### src/rtl/tbuart_rx_pkg.sv
// Shared types and constants for the 8N1 UART receive monitor.
package uart_rx_pkg;

  typedef enum logic [1:0] {IDLE, START, DATA, STOP} state_t;

  localparam int unsigned DATA_BITS = 8;
  localparam int unsigned IDX_W     = $clog2(DATA_BITS);
  localparam logic [7:0]  ASCII_LF  = 8'h0A;

endpackage

### src/rtl/tbuart_rx_if.sv
// Serial input and decoded-byte outputs of the UART receive monitor.
interface tbuart_rx_if #(
  parameter int unsigned CNT_W = 16
);
  import uart_rx_pkg::*;

  logic                 ser_rx;
  logic [DATA_BITS-1:0] rx_data;
  logic                 rx_valid;
  logic                 frame_err;
  logic                 line_done;
  logic                 busy;
  logic [CNT_W-1:0]     byte_count;

  modport master (
    output ser_rx,
    input  rx_data, rx_valid, frame_err, line_done, busy, byte_count
  );

  modport slave (
    input  ser_rx,
    output rx_data, rx_valid, frame_err, line_done, busy, byte_count
  );

endinterface

### src/rtl/tbuart_rx_sync2.sv
// Two-flop synchronizer; resets to the idle-high line level.
module sync2 (
  input  logic clock,
  input  logic reset,
  input  logic d,
  output logic q
);

  logic meta;

  always_ff @(posedge clock) begin
    if (reset) begin
      meta <= 1'b1;
      q    <= 1'b1;
    end else begin
      meta <= d;
      q    <= meta;
    end
  end

endmodule

### src/rtl/tbuart_rx.sv
// 8N1 UART receive monitor: decodes bytes, flags framing errors,
// counts good bytes and marks line-feed characters.
module tbuart_rx
  import uart_rx_pkg::*;
#(
  parameter int unsigned CLKS_PER_BIT = 5208,
  parameter int unsigned CNT_W        = 16
) (
  input logic         clock,
  input logic         reset,
  tbuart_rx_if.slave  bus
);

  localparam int unsigned HALF  = CLKS_PER_BIT / 2;
  localparam int unsigned TMR_W = $clog2(CLKS_PER_BIT);
  localparam logic [TMR_W-1:0] HALF_LAST = TMR_W'(HALF - 1);
  localparam logic [TMR_W-1:0] BIT_LAST  = TMR_W'(CLKS_PER_BIT - 1);
  localparam logic [IDX_W-1:0] IDX_LAST  = IDX_W'(DATA_BITS - 1);

  state_t               state;
  state_t               state_nxt;
  logic                 rx_s;
  logic                 tick;
  logic [TMR_W-1:0]     timer;
  logic [IDX_W-1:0]     idx;
  logic [DATA_BITS-1:0] shift;
  logic                 valid_nxt;
  logic                 ferr_nxt;
  logic                 ld_nxt;

  sync2 u_sync (
    .clock (clock),
    .reset (reset),
    .d     (bus.ser_rx),
    .q     (rx_s)
  );

  always_ff @(posedge clock) begin
    if (reset) state <= IDLE;
    else       state <= state_nxt;
  end

  // tick marks the cycle on which the current state samples rx_s
  always_comb begin
    state_nxt = state;
    tick      = 1'b0;
    case (state)
      IDLE:  if (!rx_s) state_nxt = START;
      START: if (timer == HALF_LAST) begin
               tick      = 1'b1;
               state_nxt = rx_s ? IDLE : DATA;
             end
      DATA:  if (timer == BIT_LAST) begin
               tick = 1'b1;
               if (idx == IDX_LAST) state_nxt = STOP;
             end
      STOP:  if (timer == BIT_LAST) begin
               tick      = 1'b1;
               state_nxt = IDLE;
             end
      default: state_nxt = IDLE;
    endcase
  end

  always_comb begin
    valid_nxt = 1'b0;
    ferr_nxt  = 1'b0;
    ld_nxt    = 1'b0;
    if (state == STOP && tick) begin
      if (rx_s) begin
        valid_nxt = 1'b1;
        ld_nxt    = (shift == ASCII_LF);
      end else begin
        ferr_nxt  = 1'b1;
      end
    end
  end

  always_ff @(posedge clock) begin
    if (reset) begin
      timer          <= '0;
      idx            <= '0;
      shift          <= '0;
      bus.rx_data    <= '0;
      bus.rx_valid   <= 1'b0;
      bus.frame_err  <= 1'b0;
      bus.line_done  <= 1'b0;
      bus.busy       <= 1'b0;
      bus.byte_count <= '0;
    end else begin
      timer         <= (state == IDLE || tick) ? '0 : timer + TMR_W'(1);
      bus.rx_valid  <= valid_nxt;
      bus.frame_err <= ferr_nxt;
      bus.line_done <= ld_nxt;
      bus.busy      <= (state_nxt != IDLE);
      if (state == START) idx <= '0;
      if (state == DATA && tick) begin
        shift[idx] <= rx_s;
        idx        <= idx + IDX_W'(1);
      end
      if (valid_nxt) begin
        bus.rx_data <= shift;
        if (bus.byte_count != '1) bus.byte_count <= bus.byte_count + CNT_W'(1);
      end
    end
  end

endmodule

### src/flat_wrapper.sv
// flat-port wrapper written by rule: the top's interface ports become plain ports
module tbuart_rx_flat import uart_rx_pkg::*;
#(
  parameter int unsigned CLKS_PER_BIT = 5208,
  parameter int unsigned CNT_W        = 16
)
  (clock, reset, bus_ser_rx, bus_rx_data, bus_rx_valid, bus_frame_err, bus_line_done, bus_busy, bus_byte_count);
  tbuart_rx_if #(.CNT_W(CNT_W)) bus_i ();
  input logic clock;
  input logic reset;
  input wire logic [$bits(bus_i.ser_rx)-1:0] bus_ser_rx;
  output wire logic [$bits(bus_i.rx_data)-1:0] bus_rx_data;
  output wire logic [$bits(bus_i.rx_valid)-1:0] bus_rx_valid;
  output wire logic [$bits(bus_i.frame_err)-1:0] bus_frame_err;
  output wire logic [$bits(bus_i.line_done)-1:0] bus_line_done;
  output wire logic [$bits(bus_i.busy)-1:0] bus_busy;
  output wire logic [$bits(bus_i.byte_count)-1:0] bus_byte_count;
  assign bus_i.ser_rx = bus_ser_rx;
  assign bus_rx_data = bus_i.rx_data;
  assign bus_rx_valid = bus_i.rx_valid;
  assign bus_frame_err = bus_i.frame_err;
  assign bus_line_done = bus_i.line_done;
  assign bus_busy = bus_i.busy;
  assign bus_byte_count = bus_i.byte_count;
  tbuart_rx #(.CLKS_PER_BIT(CLKS_PER_BIT), .CNT_W(CNT_W)) u_core (.clock(clock), .reset(reset), .bus(bus_i));
endmodule
### config.mk
export PLATFORM = sky130hd
export DESIGN_NAME = tbuart_rx_flat
export DESIGN_NICKNAME = d
export VERILOG_FILES = /design/src/rtl/tbuart_rx_pkg.sv /design/src/rtl/tbuart_rx_if.sv /design/src/rtl/tbuart_rx_sync2.sv /design/src/rtl/tbuart_rx.sv /design/src/flat_wrapper.sv
export SDC_FILE = /design/constraint.sdc
export NUM_CORES = 1
export LEC_CHECK = 0
export ABC_AREA = 0
export CORE_MARGIN = 4
export CORE_UTILIZATION = 50
export CTS_BUF_LIST = sky130_fd_sc_hd__clkbuf_4
export DETAILED_ROUTE_END_ITERATION = 7
export DONT_BUFFER_PORTS = 1
export PLACE_DENSITY = 0.75
export SETUP_SLACK_MARGIN = 0.05
export SLEW_MARGIN = 20
export SYNTH_ARGS = -nofsm -noshare
export SYNTH_HDL_FRONTEND = slang
export SYNTH_SLANG_ARGS = --single-unit
### constraint.sdc
create_clock -name clock -period 2.5 [get_ports clock]
set_input_delay 0.75 -clock clock [delete_from_list [all_inputs] [get_ports clock]]
set_output_delay 0.75 -clock clock [all_outputs]
set_load 0.01 [all_outputs]
==> reports/metrics.csv, run 1 <==
stage;metric;value;unit
global_routing;global route overflow;0;
clocking;clock-pin slew on the worst setup and hold paths;0.16;ns
timing;Fmax achieved;0.4676;GHz
synthesis;count leader, synth;dfxtp_1;
die;Die X;81.79;um
cells_and_area;Nets;314;
synthesis;syn avg cell area;8.671;um2
synthesis;post-synthesis register bit count;56;
routing;Top Metal Used;met4;
routing;DRC;0;
timing;Slew @ Worst Pin;0.4251;ns
synthesis;FFs w/ async S/R, synth;0;%
die;Die Y;81.79;um
pwr;peak supply drop;0.2670;mV
critical_path;critical-path cell list;or4_1, or4_4, a22oi_4, nor3_1;
cells_and_area;# diodes;0;
global_routing;vias in the first global route;2037;
die;IO Count;31;
synthesis;Synth cell types;47;
synthesis;Post-synth EDFFs;0;
synthesis;top_reg_cell synth;dfxtp_1;
timing;RSZ-0062 raised after global routing;no;
critical_path;CP peak stage delay;0.57;ns
routing;via count;2337;
cells_and_area;Area growth syn-to-layout;5.055;%
timing;Setup Viol. Count Final;0;
synthesis;top cells by count, synth;56 x dfxtp_1, 31 x a21oi_1, 24 x nand2_1;
hold_path;worst hold path stage count;1;
routing;WL met3;286;um
critical_path;R2R cell count;4;
synthesis;main area contributors after synthesis;dfxtp_1 41%, a21oi_1 5.7%, nand4_1 3.9%;
routing;vias per inst;6.183;
placed_design;Port Buffers;0;
timing;Final min period;2.138;ns
pwr;power density over the cells;502.0;nW/um2
critical_path;Buf+Inv Stages, Crit Path;0;
timing;Fin Setup TNS;0;ns
global_routing;initial antenna violation count;0;
placed_design;DP Wirelength;3830;um
critical_path;Crit path max-delay family;simple AND/OR/NAND/NOR gates;
clocking;H-Tree Depth;2;
clocking;clock sinks;56;
global_routing;GRT Total Usage;18.30;%
critical_path;WP data required;2.77;ns
critical_path;slowest CP cell;or4_1;
clocking;Post-CTS Repair Setup Buffers;0;
global_routing;largest net degree at the start of global routing;60;
synthesis;synthesized area;2723;um2
status;status;completed;
die;die area;6690;um2
clocking;Clk Latency, worst-skew pair;0.37;ns
timing;relative slew slack;71.66;%
critical_path;Crit Path Class;flop to flop;
timing;Final Hold Viols;0;
routing;DR WL met2;2516;um
pwr;Pwr Total;1.436;mW
critical_path;Critical Path AT;2.41;ns
synthesis;cells after synthesis;314;
synthesis;area share of the largest cell type after synthesis;41.18;%
global_routing;first-pass GRT wire length;9784;um
job;max-cap violation count;0;
synthesis;Yosys warnings;0;
timing;slack of the critical path;0.3616;ns
cells_and_area;non-filler cells in the finished layout;378;
synthesis;syn nets;321;
synthesis;post-synthesis sequential area ratio;41.18;%
die;row count;26;
critical_path;critical path startpoint category;flop;
routing;DRT Pass-1 Iters;4;
routing;met1 WL;2879;um
placed_design;DP Cell Count;370;
synthesis;cell taking the most area after synthesis;dfxtp_1;
clocking;CTS root buffer;clkbuf_4;
routing;DRT Wirelength;5725;um
placed_design;GP Congestion;0.9339;
cells_and_area;layout cells sized above 1;9.416;%
routing;WL/cell;15.15;um
clocking;TritonCTS clock tree;done;
timing;ratio of final minimum period to clock period;85.53;%
die;Initial Util;52.31;%
critical_path;CP endpoint kind;flop;
timing;Clock Skew;0.005376;ns
routing;DRT iter0 DRCs;211;
clocking;CTS Buffer Depth;2;
critical_path;Crit Path Max Fanout;13;
clocking;post-CTS resize count;0;
clocking;Num CTS Buffers;5;
die;Core Area;5205;um2
critical_path;Worst path depth;4;
routing;antenna viol nets, final;0;
pwr;Leakage;0.8782;nW
placed_design;Setup WS pre-CTS;0.3978;ns
hold_path;Hold Crit Class;input port to flop;
timing;Slew Viols, Final;0;
clocking;hold bufs inserted after CTS;0;
## placed cells by master (no fill, tap or decap), types with 3 or more instances in the layout
cell type / count
ha_1: 4
nor2b_1: 6
dfxtp_1: 56
nor4bb_1: 4
nand3_1: 17
buf_4: 10
xnor2_1: 6
clkbuf_4: 5
nor2_1: 8
xor2_1: 5
nor3_1: 17
nand4_1: 17
a31oi_1: 4
and3_1: 5
o21ai_0: 10
and4_1: 10
nor4_1: 5
a21oi_1: 31
nand2_1: 24
o31ai_1: 12
or4_1: 11
nand2b_1: 6
and2_1: 3
## area by class of cell
class / count / area, um2
multi-input combinational: 232 / 1489
timing repair buffer: 10 / 75.07
fill: 482 / 2345
tap: 70 / 87.58
clock buffer: 5 / 37.54
sequential: 56 / 1121
clock inverter: 3 / 42.54
inverter: 2 / 7.507
## cells by family (layout without fill, tap and decap cells)
group | after synthesis | after routing | synth area share, %
xor+xnor | 11 | 11 | 3.539
mux | 2 | 2 | 0.8271
compound gates | 67 | 67 | 15.40
simple gates | 148 | 148 | 33.09
fa+ha+maj | 4 | 4 | 1.838
flops | 56 | 56 | 41.18
buf+inv | 26 | 20 | 4.136
## through the flow
stage	hold WS [ns]	utilization, %	instance area (um2)
3_5_place_dp	0.3942	53.41	2780
5_1_grt	0.3755	54.95	2860
3_3_place_gp	0.3917	53.41	2780
4_1_cts	0.4029	54.95	2860
2_1_floorplan	0.3895	-	2723
6_report	0.4273	54.95	2860
## report_power, final
part / switching [mW] / internal [mW] / total [mW] / leakage [nW]
Clock: 0.285 / 0.209 / 0.494 / 0.0412
Combinational: 0.0222 / 0.0167 / 0.0390 / 0.385
Sequential: 0.00357 / 0.899 / 0.903 / 0.452
## final timing paths
| kind | from | slack (ns) | endpoint |
|---|---|---|---|
| worst max-delay path | u_core.timer[2] | 0.36 | u_core.timer[5] |
| worst min register to register | u_core.u_sync.meta | 0.43 | u_core.u_sync.q |
| worst min-delay path | reset | 0.43 | u_core.timer[1] |
| worst max register to register | u_core.timer[2] | 0.36 | u_core.timer[5] |
## flip-flops by register name, summed over array words and instances, names as in the netlist
| register | flops |
|---|---|
| u_core.idx | 3 |
| u_core.bus.byte_count | 16 |
| u_core.u_sync.q | 1 |
| u_core.bus.rx_data | 8 |
| u_core.state | 2 |
| u_core.timer | 13 |
| u_core.shift | 8 |
| u_core.bus.rx_valid | 1 |
| u_core.bus.busy | 1 |
| u_core.bus.line_done | 1 |
| u_core.bus.frame_err | 1 |
| u_core.u_sync.meta | 1 |
## routing by layer
layer / track usage [%] / vias up
met5: 0 / -
met4: 5.648 / 0
met3: 3.947 / 5
met2: 26.33 / 51
met1: 27.02 / 1108
li1: - / 1173
## worst reg2reg max path, cell delays in order (launching register included)
cell	delay (ns)
dfxtp_1	0.42
or4_1	0.57
or4_4	0.55
a22oi_4	0.41
nor3_1	0.10
Power figures use the tool's default switching activity.
==> run 2, diff against run 1 <==
- CORE_UTILIZATION: 50 -> 35
- PLACE_DENSITY: 0.75 -> 0.59
- TNS_END_PERCENT: default -> 100
==> run 2 against run 1 <==
  * Total power is 5.6% lower
  * Register-to-register slack worse by 0.03 ns
  * Die area is 38% higher
  * Clock power is 16% lower
  * Largest cell class unchanged
==> reports/metrics.csv, run 2 (synthesis results as in run 1) <==
stage;metric;value;unit;change
status;status;completed;;unchanged
cells_and_area;# fillers;767;;was 482
clocking;TritonCTS clock tree;done;;unchanged
critical_path;CP peak stage delay;0.55;ns;was 0.57 ns
clocking;clock-pin slew on the worst setup and hold paths;0.17;ns;was 0.16 ns
placed_design;DP Wirelength;4086;um;was 3830 um
cells_and_area;post-layout util;38.63;%;was 54.95%
routing;antenna viol nets, final;0;;unchanged
clocking;Num CTS Buffers;5;;unchanged
clocking;H-Tree Depth;2;;unchanged
critical_path;critical path startpoint category;flop;;unchanged
timing;ratio of final minimum period to clock period;86.66;%;was 85.53%
timing;Clock Skew;0.01849;ns;was 0.005376 ns
clocking;hold bufs inserted after CTS;0;;unchanged
global_routing;GRT Total Usage;13.73;%;was 18.30%
die;Initial Util;36.75;%;was 52.31%
pwr;peak supply drop;0.2016;mV;was 0.2670 mV
routing;vias per inst;5.741;;was 6.183
hold_path;Hold Crit Class;input port to flop;;unchanged
cells_and_area;most common cell after layout, fill and taps aside;dfxtp_1;;unchanged
placed_design;placed cell area;2801;um2;was 2780 um2
global_routing;first-pass GRT wire length;10300;um;was 9784 um
routing;DRT iter0 DRCs;70;;was 211
timing;relative slew slack;67.53;%;was 71.66%
cells_and_area;Nets;312;;was 314
cells_and_area;# diodes;0;;unchanged
routing;DRT Wirelength;6018;um;was 5725 um
cells_and_area;Finished Cell Area;2861;um2;was 2860 um2
routing;DRT Pass-1 Iters;4;;unchanged
timing;Slew @ Worst Pin;0.4805;ns;was 0.4251 ns
critical_path;WP data required;2.76;ns;was 2.77 ns
timing;Fin Setup TNS;0;ns;unchanged
clocking;Post-CTS Repair Setup Buffers;0;;unchanged
cells_and_area;area taken by multi-input logic gates;1489;um2;unchanged
die;row count;31;;was 26
die;IO Count;31;;unchanged
cells_and_area;Most flops, register;u_core.bus.byte_count;;unchanged
die;Die X;96.20;um;was 81.79 um
clocking;post-CTS resize count;0;;unchanged
placed_design;Port Buffers;0;;unchanged
pwr;Leakage;0.8627;nW;was 0.8782 nW
critical_path;slowest CP cell;or4_1;;unchanged
die;Core Area;7408;um2;was 5205 um2
timing;RSZ-0062 raised after global routing;no;;unchanged
routing;DRC;0;;unchanged
placed_design;Setup WS pre-CTS;0.3791;ns;was 0.3978 ns
pwr;power density over the cells;473.7;nW/um2;was 502.0 nW/um2
critical_path;Buf+Inv Stages, Crit Path;0;;unchanged
cells_and_area;number of flip-flops in the largest register;16;;unchanged
clocking;CTS Buffer Depth;2;;unchanged
critical_path;Crit path max-delay family;simple AND/OR/NAND/NOR gates;;unchanged
global_routing;initial antenna violation count;0;;unchanged
die;die area;9254;um2;was 6690 um2
cells_and_area;layout cells sized above 1;8.824;%;was 9.416%
global_routing;vias in the first global route;2053;;was 2037
cells_and_area;Area growth syn-to-layout;5.101;%;was 5.055%
timing;Fmax achieved;0.4616;GHz;was 0.4676 GHz
timing;Final Hold Viols;0;;unchanged
global_routing;largest net degree at the start of global routing;60;;unchanged
timing;Setup Viol. Count Final;0;;unchanged
routing;WL/cell;14.86;um;was 15.15 um
timing;Slew Viols, Final;0;;unchanged
job;max-cap violation count;0;;unchanged
critical_path;Crit Path Max Fanout;13;;unchanged
global_routing;global route overflow;0;;unchanged
routing;via count;2325;;was 2337
timing;Final min period;2.167;ns;was 2.138 ns
die;Die Y;96.20;um;was 81.79 um
cells_and_area;Sequential Area;1121;um2;unchanged
clocking;clock sinks;56;;unchanged
critical_path;CP endpoint kind;flop;;unchanged
clocking;Clk Latency, worst-skew pair;0.39;ns;was 0.37 ns
critical_path;Crit Path Class;flop to flop;;unchanged
critical_path;critical-path cell list;or4_1, or4_4, a22oi_4, nor3_1;;unchanged
clocking;CTS root buffer;clkbuf_4;;unchanged
cells_and_area;Regs by FF count;u_core.bus.byte_count: 16 flops, u_core.timer: 13 flops;;unchanged
cells_and_area;most frequent cells in the layout;56 x dfxtp_1, 31 x a21oi_1, 24 x nand2_1;;unchanged
critical_path;Critical Path AT;2.43;ns;was 2.41 ns
timing;slack of the critical path;0.3335;ns;was 0.3616 ns
placed_design;GP Congestion;0.7885;;was 0.9339
run 2: report_power, final:
| part | switching [mW] | total, mW | internal (mW) |
|---|---|---|---|
| Combinational | 0.0207 | 0.0366 | 0.0159 |
| Clock | 0.300 | 0.414 | 0.114 |
| Sequential | 0.00554 | 0.905 | 0.899 |
| Total | 0.326 | 1.36 | 1.03 |
run 2: final timing paths:
kind                          endpoint               start  slack (ns)  depth (start not counted)
min reg2reg            u_core.u_sync.q  u_core.u_sync.meta        0.43                          1
max reg2reg            u_core.timer[3]     u_core.timer[2]        0.33                          4
min          u_core.bus.byte_count[13]               reset        0.41                          1
max                    u_core.timer[3]     u_core.timer[2]        0.33                          4
run 2: stage by stage:
stage / total power [mW] / hold slack, ns / std cells
global placement: 0.9598 / 0.3910 / 397
floorplan: 0.9661 / 0.3895 / 314
detailed placement: 0.9599 / 0.3932 / 397
CTS: 1.380 / 0.3855 / 405
global route: 1.416 / 0.3789 / 405
finish: 1.355 / 0.4081 / 405
run 2: routing by layer:
metal	track usage, %	up-vias	wire length (um)
li1	-	1170	-
met1	19.42	1096	2991
met2	20.41	51	2611
met3	3.518	8	341
met4	4.028	0	73
met5	0	-	0
run 2: worst register-to-register path: stages, from the launching register on:
cell and delay (ns):
dfxtp_1 0.42, or4_1 0.55, or4_4 0.55, a22oi_4 0.42, nor3_1 0.11
run 2: cell type report:
class	instances	share of cell area, %
multi-input cells	232	52.03
flip-flops and latches	56	39.18
clock buffers	5	1.312
inverters	2	0.2624
well taps	99	4.329
clock inverters	3	0.7871
repair buffers	8	2.099
==> run 3, diff against run 2 <==
- CORE_ASPECT_RATIO: default -> 1.5
==> run 3 against run 2 <==
  * Via count grew 0.17%
  * Sequential cell count stayed put
  * Worst setup slack improved by 0.021 ns
  * Critical path depth grew 2
  * Largest cell class unchanged
  * Highest routed layer unchanged
==> reports/metrics.csv, run 3 (synthesis results as in run 1) <==
stage;metric;value;unit;change
placed_design;Port Buffers;0;;unchanged
pwr;power share of the combinational group;2.1;%;was 2.7%
job;max-cap violation count;0;;unchanged
die;Core Area;7612;um2;was 7408 um2
clocking;Post-CTS Repair Setup Buffers;0;;unchanged
cells_and_area;Regs by FF count;u_core.bus.byte_count: 16 flops, u_core.timer: 13 flops;;unchanged
pwr;Sequential Power Share;62.6;%;was 66.7%
clocking;CTS root buffer;clkbuf_4;;unchanged
global_routing;global route overflow;0;;unchanged
die;row count;39;;was 31
cells_and_area;Sequential Area;1121;um2;unchanged
cells_and_area;# diodes;0;;unchanged
cells_and_area;Finished Cell Area;2883;um2;was 2861 um2
global_routing;GRT Total Usage;14.32;%;was 13.73%
timing;Clock Skew;0.01486;ns;was 0.01849 ns
global_routing;vias in the first global route;2241;;was 2053
clocking;Num CTS Buffers;5;;unchanged
die;Initial Util;35.77;%;was 36.75%
routing;DRC;0;;unchanged
cells_and_area;most common cell after layout, fill and taps aside;dfxtp_1;;unchanged
timing;RSZ-0062 raised after global routing;no;;unchanged
timing;Final min period;2.146;ns;was 2.167 ns
cells_and_area;Area growth syn-to-layout;5.882;%;was 5.101%
routing;antenna viol nets, final;0;;unchanged
timing;Slew @ Worst Pin;0.4592;ns;was 0.4805 ns
cells_and_area;post-layout util;37.87;%;was 38.63%
timing;relative slew slack;69.32;%;was 67.53%
cells_and_area;non-filler cells in the finished layout;407;;was 405
critical_path;Critical Path AT;2.45;ns;was 2.43 ns
clocking;Clk Latency, worst-skew pair;0.39;ns;about the same
die;die area;9283;um2;was 9254 um2
status;status;completed;;unchanged
pwr;Leakage;0.8676;nW;was 0.8627 nW
routing;WL/cell;15.23;um;was 14.86 um
timing;Setup Viol. Count Final;0;;unchanged
timing;Fmax achieved;0.4660;GHz;was 0.4616 GHz
clocking;TritonCTS clock tree;done;;unchanged
die;Die Y;116.0;um;was 96.20 um
timing;Slew Viols, Final;0;;unchanged
pwr;Internal;1.128;mW;was 1.030 mW
placed_design;placed cell area;2798;um2;was 2801 um2
timing;Fin Setup TNS;0;ns;unchanged
routing;DRT Pass-1 Iters;4;;unchanged
critical_path;Crit Path Max Fanout;26;;was 13
clocking;hold bufs inserted after CTS;0;;unchanged
critical_path;CP peak stage delay;0.40;ns;was 0.55 ns
routing;via count;2329;;was 2325
cells_and_area;number of flip-flops in the largest register;16;;unchanged
pwr;power density over the cells;504.0;nW/um2;was 473.7 nW/um2
critical_path;WP data required;2.80;ns;was 2.76 ns
clocking;CTS Buffer Depth;2;;unchanged
global_routing;GR Util met1;16.36;%;was 19.42%
clocking;clock-pin slew on the worst setup and hold paths;0.17;ns;about the same
global_routing;grt met2 use;25.72;%;was 20.41%
global_routing;busiest grt layer;met2;;unchanged
pwr;switching portion of total power;22.35;%;was 24.05%
clocking;clock sinks;56;;unchanged
cells_and_area;Most flops, register;u_core.bus.byte_count;;unchanged
global_routing;first-pass GRT wire length;10780;um;was 10300 um
critical_path;slowest CP cell;dfxtp_1;;was or4_1
routing;vias per inst;5.722;;was 5.741
cells_and_area;area taken by multi-input logic gates;1489;um2;unchanged
global_routing;initial antenna violation count;0;;unchanged
routing;DRT Wirelength;6197;um;was 6018 um
global_routing;GRT met3 Usage;3.266;%;was 3.518%
critical_path;Crit Path Class;flop to flop;;unchanged
global_routing;largest net degree at the start of global routing;60;;unchanged
die;Die X;80.02;um;was 96.20 um
clocking;H-Tree Depth;2;;unchanged
timing;slack of the critical path;0.3543;ns;was 0.3335 ns
cells_and_area;most frequent cells in the layout;56 x dfxtp_1, 31 x a21oi_1, 24 x nand2_1;;unchanged
placed_design;Setup WS pre-CTS;0.3635;ns;was 0.3791 ns
critical_path;reg-to-reg slack, setup;0.35;ns;was 0.33 ns
die;IO Count;31;;unchanged
critical_path;critical path startpoint category;flop;;unchanged
hold_path;Hold Crit Class;input port to flop;;unchanged
pwr;NetSw;0.3247;mW;was 0.3259 mW
critical_path;critical-path cell list;ha_1, and4bb_2, nand4_1, buf_4, nor4_1, mux2_2;;was or4_1, or4_4, a22oi_4, nor3_1
timing;Final Hold Viols;0;;unchanged
cells_and_area;# fillers;795;;was 767
placed_design;DP Cell Count;399;;was 397
timing;ratio of final minimum period to clock period;85.83;%;was 86.66%
cells_and_area;layout cells sized above 1;8.525;%;was 8.824%
clocking;post-CTS resize count;0;;unchanged
routing;DRT iter0 DRCs;120;;was 70
pwr;clock share of power;35.3;%;was 30.6%
cells_and_area;Nets;311;;was 312
placed_design;GP Congestion;0.7858;;was 0.7885
critical_path;CP endpoint kind;flop;;unchanged
placed_design;DP Wirelength;4271;um;was 4086 um
timing;Hold WS;0.4159;ns;was 0.4081 ns
pwr;peak supply drop;0.1876;mV;was 0.2016 mV
pwr;Pwr Total;1.453;mW;was 1.355 mW
[run 3: cell types whose count changed in the layout (fill, tap and decap cells not counted)]
cell       change
buf_4          -1
bufinv_16      +1
clkinv_2       -1
clkinv_4       +1
inv_6          -1
[run 3: worst paths after layout]
path,start,to,depth (start not counted)
min,reset,u_core.timer[8],1
min reg2reg,u_core.u_sync.meta,u_core.u_sync.q,1
max reg2reg,u_core.timer[0],u_core.bus.byte_count[15],6
max,u_core.timer[0],u_core.bus.byte_count[15],6
[run 3: power by group through the flow]
| stage | sequential (mW) | combinational [mW] | clock [mW] |
|---|---|---|---|
| after detailed placement | 0.928 | 0.0311 | 0 |
| after floorplan | 0.922 | 0.0438 | 0 |
| final | 0.909 | 0.0308 | 0.513 |
| after global placement | 0.927 | 0.0309 | 0 |
| after CTS | 0.909 | 0.0312 | 0.540 |
| after global routing | 0.911 | 0.0344 | 0.568 |
[run 3: final cells by class]
cell class | instances | share of cell area [%]
multi-input combinational | 232 | 51.65
timing repair buffer | 7 | 1.823
inverter | 2 | 0.2604
clock buffer | 5 | 1.302
sequential | 56 | 38.89
clock inverter | 3 | 1.649
tap | 102 | 4.427
[run 3: critical path, delay by kind of cell, from the launching register on]
family,cells,cell delay (ns)
multiplexers,1,0.37
buffers and inverters,1,0.24
flip-flops,1,0.40
adder cells (fa/ha/maj),1,0.32
AND/OR/NAND/NOR,3,0.74
[run 3: layer usage]
layer,share of wire (%),vias to the layer above
li1,-,1171
met1,43,1115
met2,51,36
met3,4.1,7
met4,2.1,0
met5,0,-
